--- src/rtl/comparator_stim_gen_pkg.sv ---
// comparator_stim_gen_pkg: shared state encoding, vector table and the golden comparator function.
package comparator_pkg;

    typedef enum logic [2:0] {IDLE, DRIVE, SETTLE, CHECK, DONE} state_t;

    localparam logic [1:0] VEC_TABLE [4] = '{2'b00, 2'b01, 2'b10, 2'b11};

    function automatic logic cmp_expect(input logic a, input logic b);
        return ~(a ^ b);
    endfunction

endpackage

--- src/rtl/comparator_stim_gen_lfsr8.sv ---
// lfsr8: 8-bit Fibonacci LFSR (taps 8,6,5,4) with seed load and step enable.
module lfsr8 (
    input  logic       clk,
    input  logic       rst,
    input  logic       load_i,
    input  logic       en_i,
    input  logic [7:0] seed_i,
    output logic [7:0] q_o
);

    logic [7:0] lfsr_q, lfsr_d;

    always_comb begin
        lfsr_d = load_i ? seed_i
               : en_i   ? {lfsr_q[6:0], lfsr_q[7] ^ lfsr_q[5] ^ lfsr_q[4] ^ lfsr_q[3]}
               :          lfsr_q;
    end

    always_ff @(posedge clk) begin
        if (rst) lfsr_q <= seed_i;
        else     lfsr_q <= lfsr_d;
    end

    assign q_o = lfsr_q;

endmodule

--- src/rtl/comparator_stim_gen.sv ---
// comparator_stim_gen: clocked stimulus/check engine for a 1-bit equality comparator.
// Define COMP_STIM_RANDOM_EN to source operands from an LFSR instead of the fixed 00,01,10,11 sweep.
module comparator_stim_gen
    import comparator_pkg::*;
#(
    parameter int unsigned SETTLE_CYCLES = 20,
    parameter int unsigned PASSES        = 1,
    parameter int unsigned ERR_W         = 8,
    parameter logic [7:0]  LFSR_SEED     = 8'hA5
) (
    input  logic             clk,
    input  logic             rst,
    input  logic             start,
    output logic             input1,
    output logic             input2,
    input  logic             cmp_out,
    output logic             busy,
    output logic             done,
    output logic             pass,
    output logic [ERR_W-1:0] err_count,
    output logic [1:0]       last_fail
);

    state_t           state_q, state_d;
    logic [1:0]       idx_q, idx_d;
    logic [31:0]      pcnt_q, pcnt_d;
    logic [31:0]      scnt_q, scnt_d;
    logic [1:0]       ops_q, ops_d;
    logic [ERR_W-1:0] err_q, err_d;
    logic [1:0]       lf_q, lf_d;
    logic             busy_q, busy_d;
    logic             done_q, done_d;
    logic             accept;
    logic             mismatch;
    logic [1:0]       vec;

    assign accept   = start && (state_q == IDLE || state_q == DONE);
    assign mismatch = cmp_out != cmp_expect(ops_q[1], ops_q[0]);

`ifdef COMP_STIM_RANDOM_EN
    logic [7:0] lfsr;

    lfsr8 u_lfsr (
        .clk    (clk),
        .rst    (rst),
        .load_i (accept),
        .en_i   (state_q == DRIVE),
        .seed_i (LFSR_SEED),
        .q_o    (lfsr)
    );

    assign vec = lfsr[1:0];
`else
    assign vec = VEC_TABLE[idx_q];
`endif

    always_comb begin
        state_d = state_q;
        idx_d   = idx_q;
        pcnt_d  = pcnt_q;
        scnt_d  = scnt_q;
        ops_d   = ops_q;
        err_d   = err_q;
        lf_d    = lf_q;
        busy_d  = busy_q;
        done_d  = done_q;
        case (state_q)
            IDLE, DONE: begin
                if (accept) begin
                    state_d = DRIVE;
                    idx_d   = 2'd0;
                    pcnt_d  = 32'd0;
                    err_d   = '0;
                    lf_d    = 2'b00;
                    busy_d  = 1'b1;
                    done_d  = 1'b0;
                end
            end
            DRIVE: begin
                ops_d   = vec;
                scnt_d  = 32'd0;
                state_d = SETTLE;
            end
            SETTLE: begin
                state_d = (scnt_q == SETTLE_CYCLES - 1) ? CHECK : SETTLE;
                scnt_d  = (scnt_q == SETTLE_CYCLES - 1) ? scnt_q : scnt_q + 32'd1;
            end
            CHECK: begin
                // last_fail tracks every mismatch, even once the counter is pinned at all-ones
                if (mismatch) begin
                    err_d = &err_q ? err_q : err_q + 1'b1;
                    lf_d  = ops_q;
                end
                if (idx_q == 2'd3 && pcnt_q == PASSES - 1) begin
                    state_d = DONE;
                    busy_d  = 1'b0;
                    done_d  = 1'b1;
                end else begin
                    state_d = DRIVE;
                    idx_d   = idx_q + 2'd1;
                    pcnt_d  = (idx_q == 2'd3) ? pcnt_q + 32'd1 : pcnt_q;
                end
            end
            default: state_d = IDLE;
        endcase
    end

    always_ff @(posedge clk) begin
        if (rst) begin
            state_q <= IDLE;
            idx_q   <= 2'd0;
            pcnt_q  <= 32'd0;
            scnt_q  <= 32'd0;
            ops_q   <= 2'b00;
            err_q   <= '0;
            lf_q    <= 2'b00;
            busy_q  <= 1'b0;
            done_q  <= 1'b0;
        end else begin
            state_q <= state_d;
            idx_q   <= idx_d;
            pcnt_q  <= pcnt_d;
            scnt_q  <= scnt_d;
            ops_q   <= ops_d;
            err_q   <= err_d;
            lf_q    <= lf_d;
            busy_q  <= busy_d;
            done_q  <= done_d;
        end
    end

    assign input1    = ops_q[1];
    assign input2    = ops_q[0];
    assign busy      = busy_q;
    assign done      = done_q;
    assign pass      = done_q && (err_q == '0);
    assign err_count = err_q;
    assign last_fail = lf_q;

endmodule
--- config.mk ---
export PLATFORM = sky130hd
export DESIGN_NAME = comparator_stim_gen
export DESIGN_NICKNAME = d
export VERILOG_FILES = /design/src/rtl/comparator_stim_gen_pkg.sv /design/src/rtl/comparator_stim_gen_lfsr8.sv /design/src/rtl/comparator_stim_gen.sv
export SDC_FILE = /design/constraint.sdc
export NUM_CORES = 1
export LEC_CHECK = 0
export ABC_AREA = 1
export ABC_CLOCK_PERIOD_IN_PS = 1500
export CAP_MARGIN = 5
export CORE_MARGIN = 2
export CORE_UTILIZATION = 35
export CTS_BUF_LIST = sky130_fd_sc_hd__clkbuf_4 sky130_fd_sc_hd__clkbuf_8
export CTS_CLUSTER_DIAMETER = 200
export DETAILED_ROUTE_END_ITERATION = 10
export HOLD_SLACK_MARGIN = 0.15
export PLACE_DENSITY_LB_ADDON = 0.12
export SYNTH_ARGS = -nofsm -noshare
export SYNTH_HDL_FRONTEND = slang
export SYNTH_SLANG_ARGS = --single-unit
export TNS_END_PERCENT = 30
--- constraint.sdc ---
create_clock -name clk -period 1.5 [get_ports clk]
set_input_delay 0.3 -clock clk [delete_from_list [all_inputs] [get_ports clk]]
set_output_delay 0.3 -clock clk [all_outputs]
set_load 0.03 [all_outputs]
==> results.txt <==
----------------------------------------------------
[Run status]
  Result of the run ... finished with violations
  Failing checks ... negative setup slack

[Yosys]
  Top cell type by total area after synthesis ... dfxtp_1
  Syn Std Cell Area ... 5450 µm²
  Number of synthesized flops with an enable pin ... 0
  Post-synthesis mux area share ... 0%
  Yosys synthesis warning count ... 0
  Count of cell types in the netlist ... 36
  Post-Synth XOR/XNOR Area ... 2.57%
  Biggest area contributors in the synthesized netlist ... dfxtp_1, nand2_1, nor2_1
  Top_reg_cell synth ... dfxtp_1
  Post-synth top area share ... 30.5%
  Largest family of logic cells by synthesized area ... simple AND/OR/NAND/NOR gates
  Share of synthesized cell area in full adder, half adder and majority cells ... 1.38%
  Complex-gate fraction of the synthesized area ... 8.20%
  Net Count, Synth ... 936
  Seq cells post-synth ... 83
  Synthesized netlist cell count ... 926
  Proportion of synthesized chip area in sequential cells ... 30.5%
  Simple-Gate Fraction of Synth Area ... 47.5%
  Syn Area/Cell ... 5.89 µm²
  Fraction of synthesis flops using an asynchronous set or reset pin ... 0%

[Layout]
  Final Non-Filler Cells ... 1,306
  Final Core Density ... 52.1%
  Leading cell types in the layout, fill and taps excluded ... nand2_1, buf_4, nor2_1, inv_1, nand3_1
  Count of nets after finishing ... 1,123
  Most frequent standard cell in the layout excluding fill and tap cells ... nand2_1
  Area grow syn2layout ... 45.2%
  Cell area after layout ... 7920 µm²
  Share of cells above drive strength 1 ... 32.6%
  Inserted Diodes ... 0

[Clocking]
  Maximum number of buffers from clock root to sink ... 2
  Number of buffers created by CTS ... 9
  Clock Pin Slew Worst Setup and Hold Paths ... 0.09 ns
  Number of hold buffers added after cts ... 0
  Root Driver ... clkbuf_8
  Clk sinks ... 83
  CTS tree ... yes
  Clock latency on the worst-skew pair ... 0.38 ns
  CTS H-tree depth ... 3

[STA]
  Worst slew slack as a fraction of its limit ... 54.4%
  Least setup slack across all paths after layout ... -0.222 ns
  Maximum achievable frequency ... 581 MHz
  Worst-case clock skew ... 0.0102 ns
  Final Slew Violations ... 0
  Hold Vio Cnt, Final ... 0
  Tcrit/Tclk final ... 115%
  Crit path time final ... 1.72 ns
  Slew at the pin closest to its max-slew limit ... 0.682 ns
  Setup repair after global routing missed its margin ... true
  Setup violators final ... 45

[Flow run]
  Number of max-cap violations ... 0

[Placement]
  Post-placement setup slack ... -0.327 ns
  Number of instances in the placed design ... 1,275
  Half-perimeter wire length of the detailed placement result ... 13,000 µm
  Number of buffers inserted by port buffering ... 18
  Post-Place Cell Area ... 7050 µm²
  Final Wtd Congestion ... 0.917

[Global route]
  Total grt overflow ... 0
  Overall global routing resource usage ... 21.9%
  Global-route wire length before repair ... 28,800 µm
  Antenna violations before repair ... 0
  Largest net degree at the start of global routing ... 32
  Number of global-route vias before repair ... 5,818

[Route]
  Number of iterations in the first detailed-routing pass ... 5
  Remaining number of nets flagged by the antenna check after routing ... 0
  Routed len/inst ... 13.7 µm
  Detailed-route vias per instance ... 4.89
  Via count of the routed design ... 6,386
  Drt initial violations ... 330
  Final wirelength ... 18,000 µm
  Drc violations ... 0

[Critical path]
  Highest fanout seen on the critical path ... 4
  Arrival time at the worst endpoint ... 1.42 ns
  Origin of the worst setup path ... err_count[0]
  Crit path capture type ... output pin
  Worst reg2reg path endpoint ... pcnt_q[26]
  Critical Path Sink ... pass
  Crit Reg-Reg Startpoint ... pcnt_q[0]
  Worst reg-to-reg path cell count ... 13
  Register-to-Register Setup Slack ... -0.19 ns
  Category of the worst setup path launch point ... flop
  Critical Path, Cell by Cell ... buf_4 > inv_2 > ha_1 > nand3_2 > nor2_1 > buf_4
  Kind of critical path ... reg -> out
  Critical Path Max Stage Delay ... 0.35 ns
  Slowest stage cell, crit path ... dfxtp_4
  Most used cell, CP ... buf_4
  Data required, critical path ... 1.20 ns

[Die]
  Vertical die dimension ... 129 µm
  Number of ports placed on the die boundary ... 19
  Die area ... 16,600 µm²
  Number of rows created at floorplan ... 45
  Starting Density ... 35.9%
  Core region area ... 15,200 µm²
  Width of the die ... 129 µm

[Power and ir drop]
  Leakage power summed over all cells ... 3.32 nW
  Ratio of total power to cell area ... 635 nW/µm²
  Total power of the final layout ... 0.00503 W
  Maximum ir drop on the vdd rail ... 0.000357 V

[Worst hold path]
  Hold path depth ... 4
  HP Class ... in -> reg

----------------------------------------------------
==> cell usage after synthesis (2+ instances only) <==
library cell  number
nand4_1           26
nand3_2            2
nand2_2            3
nor2_2             4
o21ai_0           18
clkbuf_1           9
xnor2_1            3
buf_2              4
nor3_1            31
nor2_1           130
inv_1            108
or2_2              4
buf_6              2
nand2_4            2
xor2_1            13
o21ai_2            3
a21oi_1           62
inv_2              2
nor3b_1            2
buf_4              3
buf_1              3
nand3_1           91
ha_1               6
dfxtp_1           83
nand2_1          301
==> logic make-up after synthesis <==
family | after synthesis
flops | 83
compound gates | 86
xor+xnor | 16
buf+inv | 132
fa+ha+maj | 6
simple gates | 603
==> report_power, final <==
group / total, W / switching (W) / internal [W]
combinational: 0.00117 / 0.000716 / 0.000455
clock: 0.00159 / 0.000980 / 0.000614
sequential: 0.00226 / 0.0000289 / 0.00223
total: 0.00503 / 0.00172 / 0.00330
==> metrics by stage <==
| step | setup TNS, ns | hold slack (ns) |
|---|---|---|
| 6_report | -5.23 | 0.260 |
| 3_5_place_dp | -10.14 | 0.479 |
| 2_1_floorplan | -1.96 | 0.444 |
| 3_3_place_gp | -9.17 | 0.467 |
| 5_1_grt | -14.37 | 0.281 |
| 4_1_cts | -4.99 | 0.231 |
==> worst min path at each step <==
stage	startpoint	to	slack, ns
floorplan	idx_q[0]	idx_q[0]	0.44
detailed placement	scnt_q[31]	scnt_q[31]	0.48
CTS	rst	err_count[5]	0.23
global placement	scnt_q[31]	scnt_q[31]	0.47
global route	rst	err_count[5]	0.28
finish	rst	err_count[5]	0.26
==> layout make-up <==
type / count / area [µm²]
inverter: 110 / 423
timing repair buffer: 197 / 1590
clock buffer: 9 / 124
sequential: 83 / 1710
tap: 188 / 235
fill: 1571 / 7290
clock inverter: 7 / 51.3
multi-input combinational: 712 / 3790
==> what timing repair did <==
action / CTS / global route
endpoints found under the setup margin: 86 / 85
setup buffers: 14 / 1
gates cloned: 2 / 0
gates resized for setup: 113 / 100
pin swaps: 23 / 32
==> routing by layer <==
layer / GRT usage, % / part of all wire [%] / vias to the layer above
li1: - / - / 3337
met3: 2.33 / 3.3 / 13
met1: 30.0 / 48 / 2933
met4: 6.07 / 1.2 / 0
met5: 0 / 0 / -
met2: 36.7 / 48 / 103
==> critical path, delay by kind of cell (launching register included) <==
kind	cells	cell delay, ns
simple gates	2	0.19
flops	1	0.35
fa+ha+maj	1	0.15
buf+inv	3	0.35
==> state kept, by name, indices dropped and copies added, names as in the netlist <==
signal     count
pcnt_q        32
scnt_q        32
err_count      8
state_q        3
idx_q          2
last_fail      2
ops_q          2
busy           1
done           1
No activity file was read; power rests on OpenSTA's default activity.
